## config.mk

```make
export PLATFORM = sky130hd
export DESIGN_NAME = mipi_csi2_capture_ctrl
export DESIGN_NICKNAME = d
export VERILOG_FILES = /design/src/rtl/mipi_csi2_capture_ctrl.sv
export SDC_FILE = /design/constraint.sdc
export NUM_CORES = 1
export LEC_CHECK = 0
export CAP_MARGIN = 10
export CELL_PAD_IN_SITES_DETAIL_PLACEMENT = 1
export CELL_PAD_IN_SITES_GLOBAL_PLACEMENT = 1
export CORE_MARGIN = 1.5
export CORE_UTILIZATION = 35
export CTS_CLUSTER_DIAMETER = 150
export CTS_CLUSTER_SIZE = 20
export DETAILED_ROUTE_END_ITERATION = 8
export GPL_TIMING_DRIVEN = 0
export PLACE_DENSITY = 0.74
export SLEW_MARGIN = 20
export SYNTH_ARGS = -nofsm -noshare
export SYNTH_HDL_FRONTEND = slang
export SYNTH_SLANG_ARGS = --single-unit
```

## constraint.sdc

```tcl
create_clock -name clk -period 3.2 [get_ports clk]
set_clock_uncertainty 0.2 [all_clocks]
set_input_delay 0.48 -clock clk [delete_from_list [all_inputs] [get_ports clk]]
set_output_delay 0.48 -clock clk [all_outputs]
set_load 0.03 [all_outputs]
```

## src/rtl/mipi_csi2_capture_ctrl.sv

```systemverilog
// rtl/mipi_csi2_capture_ctrl.sv - CSI-2 capture sequencer: frame-aligned gating, geometry and timeout status
module mipi_csi2_capture_ctrl #(
    parameter int DATA_WIDTH = 8,
    parameter int CNT_W      = 16,
    parameter int TIMEOUT_W  = 24
) (
    input  logic                  clk,
    input  logic                  resetb,
    input  logic                  cmd_start,
    input  logic                  cmd_stop,
    input  logic                  mode_cont,
    input  logic [7:0]            num_frames,
    input  logic [TIMEOUT_W-1:0]  timeout_cycles,
    input  logic                  fvi,
    input  logic                  lvi,
    input  logic [DATA_WIDTH-1:0] dati,
    output logic                  des_enable,
    output logic                  fvo,
    output logic                  lvo,
    output logic [DATA_WIDTH-1:0] dato,
    output logic                  busy,
    output logic                  done,
    output logic [CNT_W-1:0]      frame_cnt,
    output logic [CNT_W-1:0]      lines_last,
    output logic [CNT_W-1:0]      pixels_last,
    output logic                  err_timeout,
    output logic                  err_line_len
);

    typedef enum logic [2:0] {
        S_IDLE,
        S_ARM,
        S_WAIT_FS,
        S_CAPTURE,
        S_DRAIN
    } state_t;

    localparam logic [CNT_W-1:0]     CNT_MAX = {CNT_W{1'b1}};
    localparam logic [TIMEOUT_W-1:0] TO_MAX  = {TIMEOUT_W{1'b1}};

    state_t                 state, state_nxt;
    logic                   fvi_q, lvi_q;
    logic                   fs, fe, ls, le, stream_edge;
    logic                   capturing, count_fe, last_frame, to_hit, gate;
    logic                   mode_q;
    logic [CNT_W-1:0]       nf_q;
    logic [TIMEOUT_W-1:0]   to_q, to_cnt;
    logic [CNT_W-1:0]       line_cnt, pix_cnt, ref_len;
    logic                   ref_valid;

    assign fs          = fvi & ~fvi_q;
    assign fe          = ~fvi & fvi_q;
    assign ls          = lvi & ~lvi_q & fvi;
    // Line ends are only meaningful inside a frame; stray lvi outside fvi is ignored.
    assign le          = ~lvi & lvi_q & fvi_q;
    assign stream_edge = (fvi ^ fvi_q) | (lvi ^ lvi_q);

    assign capturing  = (state == S_CAPTURE) | (state == S_DRAIN);
    assign count_fe   = capturing & fe;
    assign last_frame = ~mode_q & ((frame_cnt + CNT_W'(1)) == nf_q);
    assign to_hit     = (to_q != '0) & (state != S_IDLE) & ~stream_edge
                        & (to_cnt == to_q - TIMEOUT_W'(1));
    assign busy       = (state != S_IDLE);

    always_comb begin
        state_nxt = state;
        case (state)
            S_IDLE:    if (cmd_start) state_nxt = S_ARM;
            S_ARM: begin
                if (cmd_stop || to_hit) state_nxt = S_IDLE;
                else if (!fvi)          state_nxt = S_WAIT_FS;
            end
            S_WAIT_FS: begin
                if (cmd_stop)    state_nxt = S_IDLE;
                else if (fs)     state_nxt = S_CAPTURE;
                else if (to_hit) state_nxt = S_IDLE;
            end
            S_CAPTURE: begin
                // A stop coinciding with FE ends cleanly here rather than draining.
                if (fe) begin
                    if (last_frame || cmd_stop) state_nxt = S_IDLE;
                end else if (cmd_stop) begin
                    state_nxt = fvi_q ? S_DRAIN : S_IDLE;
                end else if (to_hit) begin
                    state_nxt = S_IDLE;
                end
            end
            S_DRAIN:   if (fe || to_hit) state_nxt = S_IDLE;
            default:   state_nxt = S_IDLE;
        endcase
    end

    // Never forward anything on the cycle we leave for IDLE (stop, timeout, last FE).
    assign gate = (capturing | ((state == S_WAIT_FS) & fs)) & (state_nxt != S_IDLE);

    always_ff @(posedge clk or negedge resetb) begin
        if (!resetb) begin
            state      <= S_IDLE;
            fvi_q      <= 1'b0;
            lvi_q      <= 1'b0;
            done       <= 1'b0;
            des_enable <= 1'b0;
            fvo        <= 1'b0;
            lvo        <= 1'b0;
            dato       <= '0;
        end else begin
            state      <= state_nxt;
            fvi_q      <= fvi;
            lvi_q      <= lvi;
            done       <= (state != S_IDLE) & (state_nxt == S_IDLE);
            des_enable <= (state_nxt != S_IDLE);
            fvo        <= gate & fvi;
            lvo        <= gate & fvi & lvi;
            if (gate && lvi) dato <= dati;
        end
    end

    always_ff @(posedge clk or negedge resetb) begin
        if (!resetb) begin
            mode_q       <= 1'b0;
            nf_q         <= '0;
            to_q         <= '0;
            frame_cnt    <= '0;
            lines_last   <= '0;
            pixels_last  <= '0;
            err_timeout  <= 1'b0;
            err_line_len <= 1'b0;
        end else if ((state == S_IDLE) && cmd_start) begin
            mode_q       <= mode_cont;
            nf_q         <= (num_frames == 8'd0) ? CNT_W'(1) : CNT_W'(num_frames);
            to_q         <= timeout_cycles;
            frame_cnt    <= '0;
            err_timeout  <= 1'b0;
            err_line_len <= 1'b0;
        end else begin
            if (count_fe) begin
                if (frame_cnt != CNT_MAX) frame_cnt <= frame_cnt + CNT_W'(1);
                lines_last  <= line_cnt;
                // A single-line frame can end its line and frame together.
                pixels_last <= ref_valid ? ref_len : pix_cnt;
            end
            if (to_hit) err_timeout <= 1'b1;
            if (capturing && le && ref_valid && (pix_cnt != ref_len)) err_line_len <= 1'b1;
        end
    end

    always_ff @(posedge clk or negedge resetb) begin
        if (!resetb) begin
            line_cnt  <= '0;
            pix_cnt   <= '0;
            ref_len   <= '0;
            ref_valid <= 1'b0;
        end else begin
            if (fs)                               line_cnt <= ls ? CNT_W'(1) : '0;
            else if (ls && (line_cnt != CNT_MAX)) line_cnt <= line_cnt + CNT_W'(1);

            // The LS cycle already carries the first pixel.
            if (ls)                                         pix_cnt <= CNT_W'(1);
            else if (lvi && fvi && (pix_cnt != CNT_MAX))    pix_cnt <= pix_cnt + CNT_W'(1);

            if (fs) begin
                ref_valid <= 1'b0;
            end else if (le && !ref_valid) begin
                ref_len   <= pix_cnt;
                ref_valid <= 1'b1;
            end
        end
    end

    always_ff @(posedge clk or negedge resetb) begin
        if (!resetb)                                  to_cnt <= '0;
        else if ((state_nxt != state) || stream_edge) to_cnt <= '0;
        else if (to_cnt != TO_MAX)                    to_cnt <= to_cnt + TIMEOUT_W'(1);
    end

endmodule
```

==> flow_metrics.tcl <==
set metrics [dict create \
    syn-num-nets 1045 \
    start_util 0.358 \
    run_status "finished with violations" \
    final_common_cell "nand2_1" \
    hpwl_mm 19.2 \
    grt_overflow 0 \
    ios 110 \
    drtIter0Drc 426 \
    min-delay-start "fvi" \
    crit_type "register to register" \
    yosys_most_used_dff "dfrtp_1" \
    finalSetupViolCount 31 \
    critPathLaunchType "register" \
    wl_mm 28.2 \
    critPathMostFrequentCell "nand4_1" \
    root_buffer "clkbuf_16" \
    first_pass_iters 9 \
    ant_nets 0 \
    yosysWarnings 0 \
    leakage_uw 0.00531 \
    nFillCells 2959 \
    ys_seq_area_frac 0.463 \
    path_clk_slew_ps 70 \
    crit_path_start "to_q[0]" \
    worstMarginPinSlew_ps 925 \
    cp_cell_sequence "inv_2 > ha_4 > nor3b_4 > nand4_1 > buf_4 > a2bb2oi_1 > nand4_1 > nor4_1 > and4b_2 > o21ai_4 > nand3_4 > mux2_4" \
    gp_congestion 0.852 \
    critPathTopFamily "simple AND/OR/NAND/NOR gates" \
    coreArea_um2 26100 \
    final_area_um2 12200 \
    wl_per_cell_um 18.8 \
    ys_ff_latch 173 \
    max_slew_margin 0.380 \
    grt_pass1_wl_mm 44.6 \
    timing.fmax_mhz 305 \
    cts.htree.levels 4 \
    async_reset_ff_frac 1.00 \
    drive_gt1_frac 0.162 \
    rsz0062_at_grt "yes" \
    instances_no_fill 1497 \
    synthDistinctLibCells 77 \
    dieArea_um2 27700 \
    maxCapViolCount 0 \
    multi_input_area_um2 5170 \
    via_per_inst 5.33 \
    grt_pass1_vias 8364 \
    cts_made_buffers 17 \
    postSynthAreaPerCell_um2 9.45 \
    finish.utilization 0.468 \
    cts_tree "yes" \
    syn_to_final_growth_pct 31.0 \
    crit_path_end_kind "register" \
    slowest_stage "dfrtp_2" \
    powerDensity_nw_per_um2 683 \
    drc 7 \
    failed_checks "DRC, setup timing" \
    rows 59 \
    finalHoldViolCount 0 \
    r2r_start "to_q[0]" \
    synthCells 989 \
    hold_path_class "primary input to register" \
    crit_buf_inv 2 \
    syn_area_um2 9340 \
    critPathMaxStageDelay_ps 420 \
    finish.net_count 1204 \
    synth_edf_count 0 \
    drv_slew 0 \
    track_usage 0.200 \
    clkLatencyLatePin_ps 430 \
    setup_ws_ps -73.5 \
    fin_crit_ps 3270 \
    min_period_over_period 1.02 \
    die_w_um 166 \
    crit_required_ps 3320 \
    arrival_ps 3390 \
    vdd_drop_max_mv 0.272 \
    antenna_found_initial 1 \
    seqCellArea_um2 4340 \
    grt_max_degree 95 \
    crit_fanout 8 \
    dp_cells 1434 \
    mostFrequentLayoutCells "nand2_1, dfrtp_1, clkdlybuf4s50_1, nor2_1, xor2_1" \
    die_height_um 166 \
    cts_num_sinks 173 \
    hold_slack_ps 87.2 \
    vias 7972 \
    place_area_um2 10900 \
    clk_path_buf_depth 2 \
    portBuffers 109 \
]
[through the flow]
stage | power [uW] | TNS [ps] | setup WS (ps)
finish | 8360 | -1170 | -73.5
global route | 8810 | -5150 | -184
CTS | 7940 | -82.6 | -18.2
detailed placement | 5500 | -49250 | -1080
global placement | 5420 | -1075410 | -6630
floorplan | 4610 | 0 | 14.2
[sequential cells by signal, summed over array words and instances, names as in the netlist]
name          flops
to_q             24
done              1
ref_len          16
lines_last       16
pixels_last      16
lvo               1
state             3
mode_q            1
lvi_q             1
err_timeout       1
fvi_q             1
line_cnt         16
des_enable        1
nf_q              8
ref_valid         1
dato              8
to_cnt           24
err_line_len      1
frame_cnt        16
fvo               1
pix_cnt          16
[worst reg2reg max path: stages, from the launching register on]
cell,delay (ps)
dfrtp_2,420
inv_2,80
ha_4,150
nor3b_4,300
nand4_1,290
buf_4,240
a2bb2oi_1,160
nand4_1,130
nor4_1,220
and4b_2,360
o21ai_4,100
nand3_4,160
mux2_4,330
[synth_stat cells, types with 3 or more instances]
master | instances | area [um^2]
o211ai_1 | 4 | 30.0
nand2_1 | 165 | 619
mux2i_1 | 20 | 200
inv_1 | 17 | 63.8
ha_1 | 9 | 113
nor2_1 | 86 | 323
and3_1 | 21 | 131
o31ai_1 | 7 | 52.6
nand3_1 | 18 | 90.1
buf_2 | 7 | 35.0
o2111ai_1 | 3 | 26.3
buf_1 | 6 | 22.5
or4_1 | 5 | 37.5
a31oi_1 | 5 | 31.3
nand4_1 | 35 | 219
nand2b_1 | 5 | 31.3
xor2_1 | 58 | 508
nor2b_1 | 6 | 37.5
o41ai_1 | 5 | 43.8
and4_1 | 10 | 87.6
clkbuf_1 | 40 | 150
o21ai_0 | 58 | 290
xnor2_1 | 43 | 377
and2_1 | 9 | 56.3
or3_1 | 13 | 81.3
dfrtp_1 | 173 | 4330
nor4_1 | 14 | 87.6
nor3_1 | 22 | 110
and4b_1 | 3 | 30.0
a21oi_1 | 24 | 120
mux2_2 | 37 | 417
nor4b_1 | 3 | 26.3
[what timing repair did]
action | CTS | global route
buffers inserted | 15 | 21
gates resized for setup | 47 | 63
pin swaps | 11 | 24
endpoints found under the setup margin | 63 | 47
hold buffers | 1 | 0
cloned | 1 | 0
hold endpoints to repair | 93 | 0
[worst paths after layout]
check                                 end  slack [ps]  cells past startpoint
hold / removal                      fvi_q          90                      1
max in group asynchronous         to_q[0]        1450                      3
hold reg to reg            pixels_last[9]         290                      2
min in group asynchronous      pix_cnt[8]         450                      2
setup / recovery                  dato[5]         -70                     12
setup reg to reg                  dato[5]         -70                     12
[power breakdown]
part	leakage (uW)	total [uW]	internal, uW	switching [uW]
clock	0.000285	2100	1060	1050
sequential	0.00231	2990	2550	439
combinational	0.00272	3270	1430	1830
total	0.00531	8360	5040	3320
[cell type report]
type,count,area share
timing repair buffer,148,0.116
tap,335,0.0343
antenna,1,0.000204
sequential,173,0.355
clock buffer,17,0.0348
clock inverter,15,0.0140
multi-input combinational,744,0.423
inverter,17,0.00521
buffer,47,0.0180
[cells by family (layout without fill, tap and decap cells)]
| logic type | after synthesis | count (layout) | synth area share |
|---|---|---|---|
| buffers and inverters | 72 | 244 | 0.0315 |
| AND/OR/NAND/NOR | 430 | 430 | 0.227 |
| other | 0 | 1 | 0 |
| XOR/XNOR | 102 | 102 | 0.0971 |
| adder cells (fa/ha/maj) | 9 | 9 | 0.0121 |
| AO/OA/AOI/OAI | 144 | 144 | 0.101 |
| multiplexers | 59 | 59 | 0.0684 |
| flip-flops | 173 | 173 | 0.463 |
[per-layer routing]
| metal | vias to the layer above | GRT usage | wire length [um] |
|---|---|---|---|
| met5 | - | 0 | 0 |
| met4 | 0 | 0.0593 | 520 |
| met3 | 32 | 0.0348 | 837 |
| met2 | 119 | 0.334 | 13800 |
| met1 | 4016 | 0.266 | 13000 |
| li1 | 3805 | - | - |
Power figures use the tool's default switching activity.
